### src/rtl/unipolar_rz_rx.sv
// unipolar_rz_rx: receiver/decoder for a unipolar return-to-zero single-wire line.
// Oversamples the line, classifies each high pulse as 0/1 by width, and packs
// bits LSB-first into DATA_WIDTH-bit words. Line resets and illegal pulses are flagged.
//
// Ports:
//   clock        system clock, all logic on the rising edge
//   reset        synchronous active-high reset
//   line         raw asynchronous RZ line
//   data         last completed word, first received bit in data[0]
//   valid        one-cycle pulse, data updated this cycle
//   reset_seen   one-cycle pulse when a line reset (long idle) is detected
//   symbol_error one-cycle pulse on an illegal pulse width or truncated word
module unipolar_rz_rx #(
    parameter int  DATA_WIDTH     = 24,
    parameter int  CLOCK_RATE     = 50_000_000,
    parameter real ZERO_HIGH_TIME = 0.4e-6,
    parameter real ONE_HIGH_TIME  = 0.8e-6,
    parameter real RESET_TIME     = 50.0e-6,
    parameter bit  INVERT         = 1'b0
) (
    input  logic                  clock,
    input  logic                  reset,
    input  logic                  line,
    output logic [DATA_WIDTH-1:0] data,
    output logic                  valid,
    output logic                  reset_seen,
    output logic                  symbol_error
);

    localparam int Z_CYC  = int'(real'(CLOCK_RATE) * ZERO_HIGH_TIME);
    localparam int O_CYC  = int'(real'(CLOCK_RATE) * ONE_HIGH_TIME);
    localparam int R_CYC  = int'(real'(CLOCK_RATE) * RESET_TIME);
    localparam int THRESH = (Z_CYC + O_CYC) / 2;
    localparam int MIN_HI = (Z_CYC / 2 < 1) ? 1 : Z_CYC / 2;
    localparam int MAX_HI = 2 * O_CYC;
    localparam int RST_DET = R_CYC / 2;
    // High counter must be able to hold MAX_HI+1 (its saturation value).
    localparam int CNT_TOP = (MAX_HI + 1 > RST_DET) ? MAX_HI + 1 : RST_DET;
    localparam int CW      = $clog2(CNT_TOP + 1);
    localparam int BW      = $clog2(DATA_WIDTH + 1);

    localparam logic [CW-1:0] THRESH_C = CW'(THRESH);
    localparam logic [CW-1:0] MIN_C    = CW'(MIN_HI);
    localparam logic [CW-1:0] MAX_C    = CW'(MAX_HI);
    localparam logic [CW-1:0] HSAT_C   = CW'(MAX_HI + 1);
    localparam logic [CW-1:0] RDET_C   = CW'(RST_DET);
    localparam logic [BW-1:0] LAST_C   = BW'(DATA_WIDTH - 1);

    typedef enum logic [1:0] {
        S_SYNC,
        S_IDLE,
        S_BITS
    } state_t;

    state_t r_state;
    state_t w_state_next;

    logic r_sync1;
    logic r_sync2;
    logic r_sync_d;
    logic w_ln;
    logic w_ln_d;
    logic w_rise;
    logic w_fall;

    logic [CW-1:0] r_high;
    logic [CW-1:0] r_low;
    logic          r_low_done;

    logic [DATA_WIDTH-2:0] r_shift;
    logic [BW-1:0]         r_bitcnt;

    logic                  w_active;
    logic                  w_low_hit;
    logic                  w_high_over;
    logic                  w_bad_fall;
    logic                  w_good_fall;
    logic                  w_bit;
    logic                  w_last;
    logic [DATA_WIDTH-1:0] w_word;
    logic                  w_valid_n;
    logic                  w_rs_n;
    logic                  w_err_n;

    // Synchroniser and delayed copy are kept in the raw domain so that
    // they reset to the idle level of the line.
    always_ff @(posedge clock) begin
        if (reset) begin
            r_sync1  <= INVERT;
            r_sync2  <= INVERT;
            r_sync_d <= INVERT;
        end else begin
            r_sync1  <= line;
            r_sync2  <= r_sync1;
            r_sync_d <= r_sync2;
        end
    end

    assign w_ln   = r_sync2 ^ INVERT;
    assign w_ln_d = r_sync_d ^ INVERT;
    assign w_rise = w_ln & ~w_ln_d;
    assign w_fall = ~w_ln & w_ln_d;

    // Counters restart at 1 on the edge cycle so they hold the exact
    // number of cycles spent at the level.
    always_ff @(posedge clock) begin
        if (reset) begin
            r_high     <= '0;
            r_low      <= '0;
            r_low_done <= 1'b0;
        end else begin
            if (w_ln) begin
                if (w_rise)
                    r_high <= CW'(1);
                else if (r_high != HSAT_C)
                    r_high <= r_high + 1'b1;
            end else begin
                if (w_fall)
                    r_low <= CW'(1);
                else if (r_low != RDET_C)
                    r_low <= r_low + 1'b1;
            end
            if (w_fall)
                r_low_done <= 1'b0;
            else if (w_low_hit)
                r_low_done <= 1'b1;
        end
    end

    assign w_active    = (r_state != S_SYNC);
    // r_low_done limits the line-reset event to once per low period.
    assign w_low_hit   = ~w_ln & (r_low == RDET_C) & ~r_low_done;
    // Excluding the rise cycle ignores a stale count from the previous pulse.
    assign w_high_over = w_ln & ~w_rise & (r_high == MAX_C);
    assign w_bad_fall  = w_active & w_fall &
                         ((r_high < MIN_C) | (r_high > MAX_C));
    assign w_good_fall = w_active & w_fall & ~w_bad_fall;
    assign w_bit       = (r_high >= THRESH_C);
    assign w_last      = (r_bitcnt == LAST_C);
    assign w_word      = {w_bit, r_shift};

    always_ff @(posedge clock) begin
        if (reset)
            r_state <= S_SYNC;
        else
            r_state <= w_state_next;
    end

    always_comb begin
        w_state_next = r_state;
        unique case (r_state)
            S_SYNC: begin
                if (w_low_hit)
                    w_state_next = S_IDLE;
            end
            S_IDLE, S_BITS: begin
                if (w_low_hit)
                    w_state_next = S_IDLE;
                else if (w_high_over || w_bad_fall)
                    w_state_next = S_SYNC;
                else if (w_good_fall)
                    w_state_next = w_last ? S_IDLE : S_BITS;
            end
            default: w_state_next = S_SYNC;
        endcase
    end

    always_comb begin
        w_valid_n = w_good_fall & w_last;
        w_rs_n    = w_low_hit;
        w_err_n   = w_bad_fall |
                    (w_active & w_high_over) |
                    (w_low_hit & (r_state == S_BITS));
    end

    always_ff @(posedge clock) begin
        if (reset) begin
            data         <= '0;
            valid        <= 1'b0;
            reset_seen   <= 1'b0;
            symbol_error <= 1'b0;
            r_shift      <= '0;
            r_bitcnt     <= '0;
        end else begin
            valid        <= w_valid_n;
            reset_seen   <= w_rs_n;
            symbol_error <= w_err_n;
            if (w_good_fall) begin
                r_shift  <= w_word[DATA_WIDTH-1:1];
                r_bitcnt <= w_last ? '0 : r_bitcnt + 1'b1;
                if (w_last)
                    data <= w_word;
            end
            if (w_low_hit || w_err_n)
                r_bitcnt <= '0;
        end
    end

endmodule
### config.mk
export PLATFORM = sky130hd
export DESIGN_NAME = unipolar_rz_rx
export DESIGN_NICKNAME = d
export VERILOG_FILES = /design/src/rtl/unipolar_rz_rx.sv
export SDC_FILE = /design/constraint.sdc
export NUM_CORES = 1
export LEC_CHECK = 0
export BUFFER_PORTS_ARGS = -buffer_cell sky130_fd_sc_hd__buf_2
export CAP_MARGIN = 0
export CORE_MARGIN = 5
export CORE_UTILIZATION = 40
export CTS_BUF_LIST = sky130_fd_sc_hd__clkbuf_4 sky130_fd_sc_hd__clkbuf_8
export DETAILED_ROUTE_END_ITERATION = 8
export REMOVE_ABC_BUFFERS = 1
export SLEW_MARGIN = 20
export SYNTH_ARGS = -nofsm -noshare
export SYNTH_HDL_FRONTEND = slang
export SYNTH_SLANG_ARGS = --single-unit
### constraint.sdc
create_clock -name clock -period 3.42 [get_ports clock]
set_input_delay 0 -clock clock [delete_from_list [all_inputs] [get_ports clock]]
set_output_delay 0 -clock clock [all_outputs]
set_load 0.01 [all_outputs]
# [Word-level counts from Yosys, hierarchy flattened]
# Cells that the tools add are included.
[classes] eq_ne=9 n_addsub=3 bitwise_logic=20 mux=11 magnitude_cmp=3 reduce_logical=13
[op_table] cell="11-bit two-way mux" count=4
[op_table] cell="11-bit by 1-bit adder with 11-bit output (second input constant)" count=2
[op_table] cell="1-bit AND" count=12
[op_table] cell="11-bit equality test (second input constant)" count=1
[op_table] cell="11-bit by 7-bit equality test with 1-bit output (second input constant)" count=1
[op_table] cell="11-bit by 5-bit >= comparator with 1-bit output (second input constant)" count=1
[op_table] cell="11-bit by 7-bit > comparator with 1-bit output (second input constant)" count=1
[op_table] cell="11-bit by 4-bit less-than comparator with 1-bit output (second input constant)" count=1
[op_table] cell="11-bit inequality test (second input constant)" count=1
[op_table] cell="11-bit by 7-bit inequality test with 1-bit output (second input constant)" count=1
[op_table] cell="2-bit two-way mux" count=5
[op_table] cell="2-bit AND reduction" count=4
[op_table] cell="2-bit nonzero test" count=3
[op_table] cell="2-bit OR reduction" count=3
[op_table] cell="5-bit by 1-bit adder with 5-bit output (second input constant)" count=1
[op_table] cell="5-bit equality test (second input constant)" count=1
[op_table] cell="5-bit two-way mux" count=1
[op_table] cell="1-bit inverter" count=5
[op_table] cell="4-bit inequality test (second input constant)" count=1
[op_table] cell="2-bit one-hot mux with 2 select lines" count=1
[op_table] cell="1-bit bitwise OR" count=3
[op_table] cell="2-bit by 1-bit equality test with 1-bit output (second input constant)" count=1
[op_table] cell="2-bit equality test (second input constant)" count=1
[op_table] cell="2-bit zero test" count=1
[op_table] cell="2 further kinds" count=3
[totals] inputBits=3 reg_bits=83 out_inout_bits=27 word_cells=72

# [Logic depth before layout (Yosys ltp)]
[logic_depth] depth_word=10 mapped_depth=9 ltp_nobuf=7

# [Worst setup path before layout]
# Ideal clock, no wire load.
[synth_timing] kind="flip-flop to flip-flop" startpoint="reg r_high[2]" endpoint="reg r_state[1]" path_slack_ns=1.030 t_required_ns=3.350 setup_time_ns=0.070 synth_period_minus_slack_ns=2.390 path_buffers=1 arrival_time_ns=2.320 stages_incl_launch_ff=7 cell_sequence="dfxtp_1 -> or4b_4 -> o31a_4 -> or3_1 -> clkbuf_1 -> or4_1 -> a21oi_1"
[synth_between] elab_chain_cells=7 elab_cells_between_ends=14 classes_between="order compare (2); eq/ne (2); mux (3); bitwise (5); reduce/logical (2)"
[synth_lines] item="start: declaration" line_no="66" text="logic [CW-1:0] r_high;"
[synth_lines] item="start signal: assignment" line_no="116" text="r_high <= r_high + 1'b1;"
[synth_lines] item="11-bit by 4-bit less-than comparator with 1-bit output / 11-bit by 7-bit > comparator with 1-bit output (equally long branches)" line_no="136" text="((r_high < MIN_C) | (r_high > MAX_C));"
[synth_lines] item="1-bit bitwise OR" line_no="136"
[synth_lines] item="1-bit AND" line_no="135" text="assign w_bad_fall = w_active & w_fall &"
[synth_lines] item="1-bit inverter / 1-bit logical OR (equally long branches)" line_no="137, 159"
[synth_lines] item="1-bit AND / 2-bit two-way mux (equally long branches)" line_no="137, 159"
[synth_lines] item="4-bit inequality test (no line) / 2-bit two-way mux (equally long branches)"
[synth_lines] item="2-bit AND reduction (no line) / 2-bit one-hot mux with 2 select lines (equally long branches)"
[synth_lines] item="end signal: assignment" line_no="146" text="r_state <= w_state_next;"
[synth_lines] item="end: declaration" line_no="55" text="state_t r_state;"
# Several ways; a longest one is shown, not always the timed one.
# A chain may end at the register's enable or synchronous reset.

# [Final worst setup path]
# Same ends and word-level chain as after synthesis.

==> results.cfg <==
[setup_path]
cp-endpoint = r_state[1]$_SDFFE_PP0P_
regToRegStartpoint = r_high[2]$_SDFFE_PP0P_
reg2reg_slack_ns = 0.65
required_ns = 3.70
startpoint_type = register
criticalPathCategory = register to register
critical_path_arrival_ns = 3.05
r2r-end = r_state[1]$_SDFFE_PP0P_
cp_max_fo = 22
rr_worst_depth = 5
worst_setup_path_end_kind = register
cp-startpoint = r_high[2]$_SDFFE_PP0P_

[run]
drv_cap = 0

[sta]
slew_viol_final = 0
rsz0062_at_grt = false
layout_setup_ws_ns = 0.651
skew_ns = 0.00644
fin_crit_ns = 2.77
fin_crit_sh_pct = 81.0
hold_viol = 0
max-slew-margin-rel_pct = 54.4
fmax_ghz = 0.361
worst_slew_pin_slew_ns = 0.684
setup_tns_ns = 0
finalSetupViolCount = 0
whs_ns = 0.0463

[die]
core_area_sq_mm = 0.00830
die-width_microns = 103
die-area_sq_mm = 0.0106
start_util_pct = 41.5
die_y_microns = 103
rows = 33
io-pin-count = 30

[clocking]
cts_buffer_depth = 2
cts_tree = done
clock_latency_ns = 0.35
numCtsBuffers = 9
htree_levels = 3
clkSinkCount = 83
clkTransAtPathRegs_ns = 0.08
post_cts_resized = 0
root_buffer = clkbuf_8

[global_routing]
gr-total-overflow = 0
grt_usage_pct = 12.6
grt_pass1_vias = 2270
grt_max_degree = 45
grt_pass1_wl_mm = 10.7
antenna_found_initial = 0

[status]
run_status = finished, final reports clean

[detailed_routing]
wl_mm = 6.52
drtIter0Drc = 123
avgRoutedWirePerCell_microns = 12.4
first_pass_iters = 4
drc_errors = 0
vias = 2645
drt-vias-per-instance = 5.05
final_antenna_net_count = 0

[synth]
ys_seq_area_share_pct = 48.2
syn_inst = 390
synth_edf_count = 0
synth_seq_cells = 83
synthFlopType = dfxtp_1
yosys_warnings = 0
syn-cell-area_sq_mm = 0.00345
yosysUniqueCellTypes = 47
synthArstFlopShare_pct = 0
synth.avg_cell_area_sq_um = 8.84

[final_layout]
drive_above_1_share_pct = 12.9
nets = 425
n_antenna_cell = 0
area_growth_pct = 14.8

[worst_hold_path]
hold_path.class = primary input to register
hp-start = reset

[pwr]
irDropWorstVdd_mv = 0.244
p_leak_nw = 1.45
powerDensity_mw_per_mm2 = 492

[placed_design]
gp_congestion = 0.729
io_buffers = 29
dp_slack_ns = 0.673
hpwl_mm = 4.34
[where the power goes]
part / leakage [nW] / switching (W) / total, W / internal (W)
clock: 0.135 / 0.000362 / 0.000929 / 0.000567
combinational: 0.642 / 0.0000266 / 0.0000385 / 0.0000119
sequential: 0.669 / 0.00000804 / 0.000979 / 0.000971
total: 1.45 / 0.000397 / 0.00195 / 0.00155
[worst max-delay path: stages, from the launching register on]
cell	delay (ns)
dfxtp_1	0.37
or4b_4	0.59
o31a_4	0.33
or3_1	0.66
or4_1	0.60
a21oi_1	0.15
[repair_timing]
action,4_1_cts,5_1_grt
buffers inserted,0,0
hold buffers,1,0
endpoints found under the hold margin,1,0
[logic make-up (layout without fill, tap and decap cells)]
| family | Yosys count | count (layout) | share of synthesized area [%] |
|---|---|---|---|
| adders and majority gates | 8 | 8 | 2.90 |
| buffers and inverters | 32 | 61 | 3.70 |
| DFF | 83 | 83 | 48.2 |
| AOI/OAI and AO/OA | 63 | 63 | 11.3 |
| xor gates and xnor gates | 17 | 17 | 4.32 |
| and+or+nand+nor | 164 | 164 | 22.9 |
| muxes | 23 | 23 | 6.68 |
[layer usage]
layer | wire length (microns) | track usage [%]
met5 | 0 | 0
met4 | 72 | 2.99
met3 | 251 | 4.40
met2 | 2800 | 18.4
met1 | 3400 | 18.0
[metrics by stage]
step | instance area (sq um) | power (W) | util, % | instances
floorplan | 3360 | 0.00102 | - | 368
detailed placement | 3670 | 0.00104 | 44.3 | 507
CTS | 3960 | 0.00197 | 47.7 | 524
global route | 3960 | 0.00202 | 47.7 | 524
global placement | 3670 | 0.00104 | 44.3 | 507
finish | 3960 | 0.00195 | 47.7 | 524
[worst min path at each step]
| stage | end | cells past startpoint |
|---|---|---|
| 2_1_floorplan | r_sync_d$_SDFF_PP0_ | 1 |
| 5_1_grt | r_sync1$_SDFF_PP0_ | 2 |
| 6_report | r_sync_d$_SDFF_PP0_ | 2 |
| 3_5_place_dp | r_sync1$_SDFF_PP0_ | 2 |
| 4_1_cts | r_high[1]$_SDFFE_PP0P_ | 2 |
| 3_3_place_gp | r_sync1$_SDFF_PP0_ | 2 |
[layout by cell type (no fill, tap or decap), drive strengths merged, types with 3 or more instances in the layout]
cell,n
a211oi,3
a21oi,33
buf,34
bufinv,4
clkbuf,9
dfxtp,83
ha,8
inv,13
mux2i,23
nand2,55
nand3,10
nand4,11
nor2,54
nor3,3
nor4,3
o211ai,4
o21a,3
o21ai,9
or3,4
or4,5
xor2,15
[final cells by class]
cell class | instances | area [sq um]
Clock buffer | 9 | 124
Clock inverter | 7 | 146
Fill cell | 810 | 4340
Inverter | 10 | 37.5
Multi-Input combinational cell | 275 | 1660
Sequential cell | 83 | 1660
Tap cell | 105 | 131
Timing Repair Buffer | 35 | 193
[cells in the mapped netlist, drive strengths merged, types with 2 or more instances]
cell    count  area (sq um)
a211oi      3          22.5
a21o        2          15.0
a21oi      33           165
a31oi       2          12.5
and2        2          12.5
and3        2          12.5
and4        2          17.5
buf         5          26.3
clkbuf     17          63.8
dfxtp      83          1660
ha          8           100
inv        10          37.5
mux2i      23           230
nand2      55           206
nand3      10          50.1
nand3b      2          15.0
nand4      11          68.8
nor2       54           203
nor2b       2          12.5
nor3        3          15.0
nor3b       2          15.0
nor4        3          33.8
o211ai      4          30.0
o21a        3          22.5
o21ai       9          45.0
o31a        2          26.3
or3         4          25.0
or4         5          37.5
xnor2       2          17.5
xor2       15           131
[state kept, by name, indices dropped and copies added (netlist names)]
| name | count |
|---|---|
| data | 24 |
| r_bitcnt | 5 |
| r_high | 11 |
| r_low | 11 |
| r_low_done | 1 |
| r_shift | 23 |
| r_state | 2 |
| r_sync1 | 1 |
| r_sync2 | 1 |
| r_sync_d | 1 |
| reset_seen | 1 |
| symbol_error | 1 |
| valid | 1 |
No activity file was read; power rests on OpenSTA's default activity.
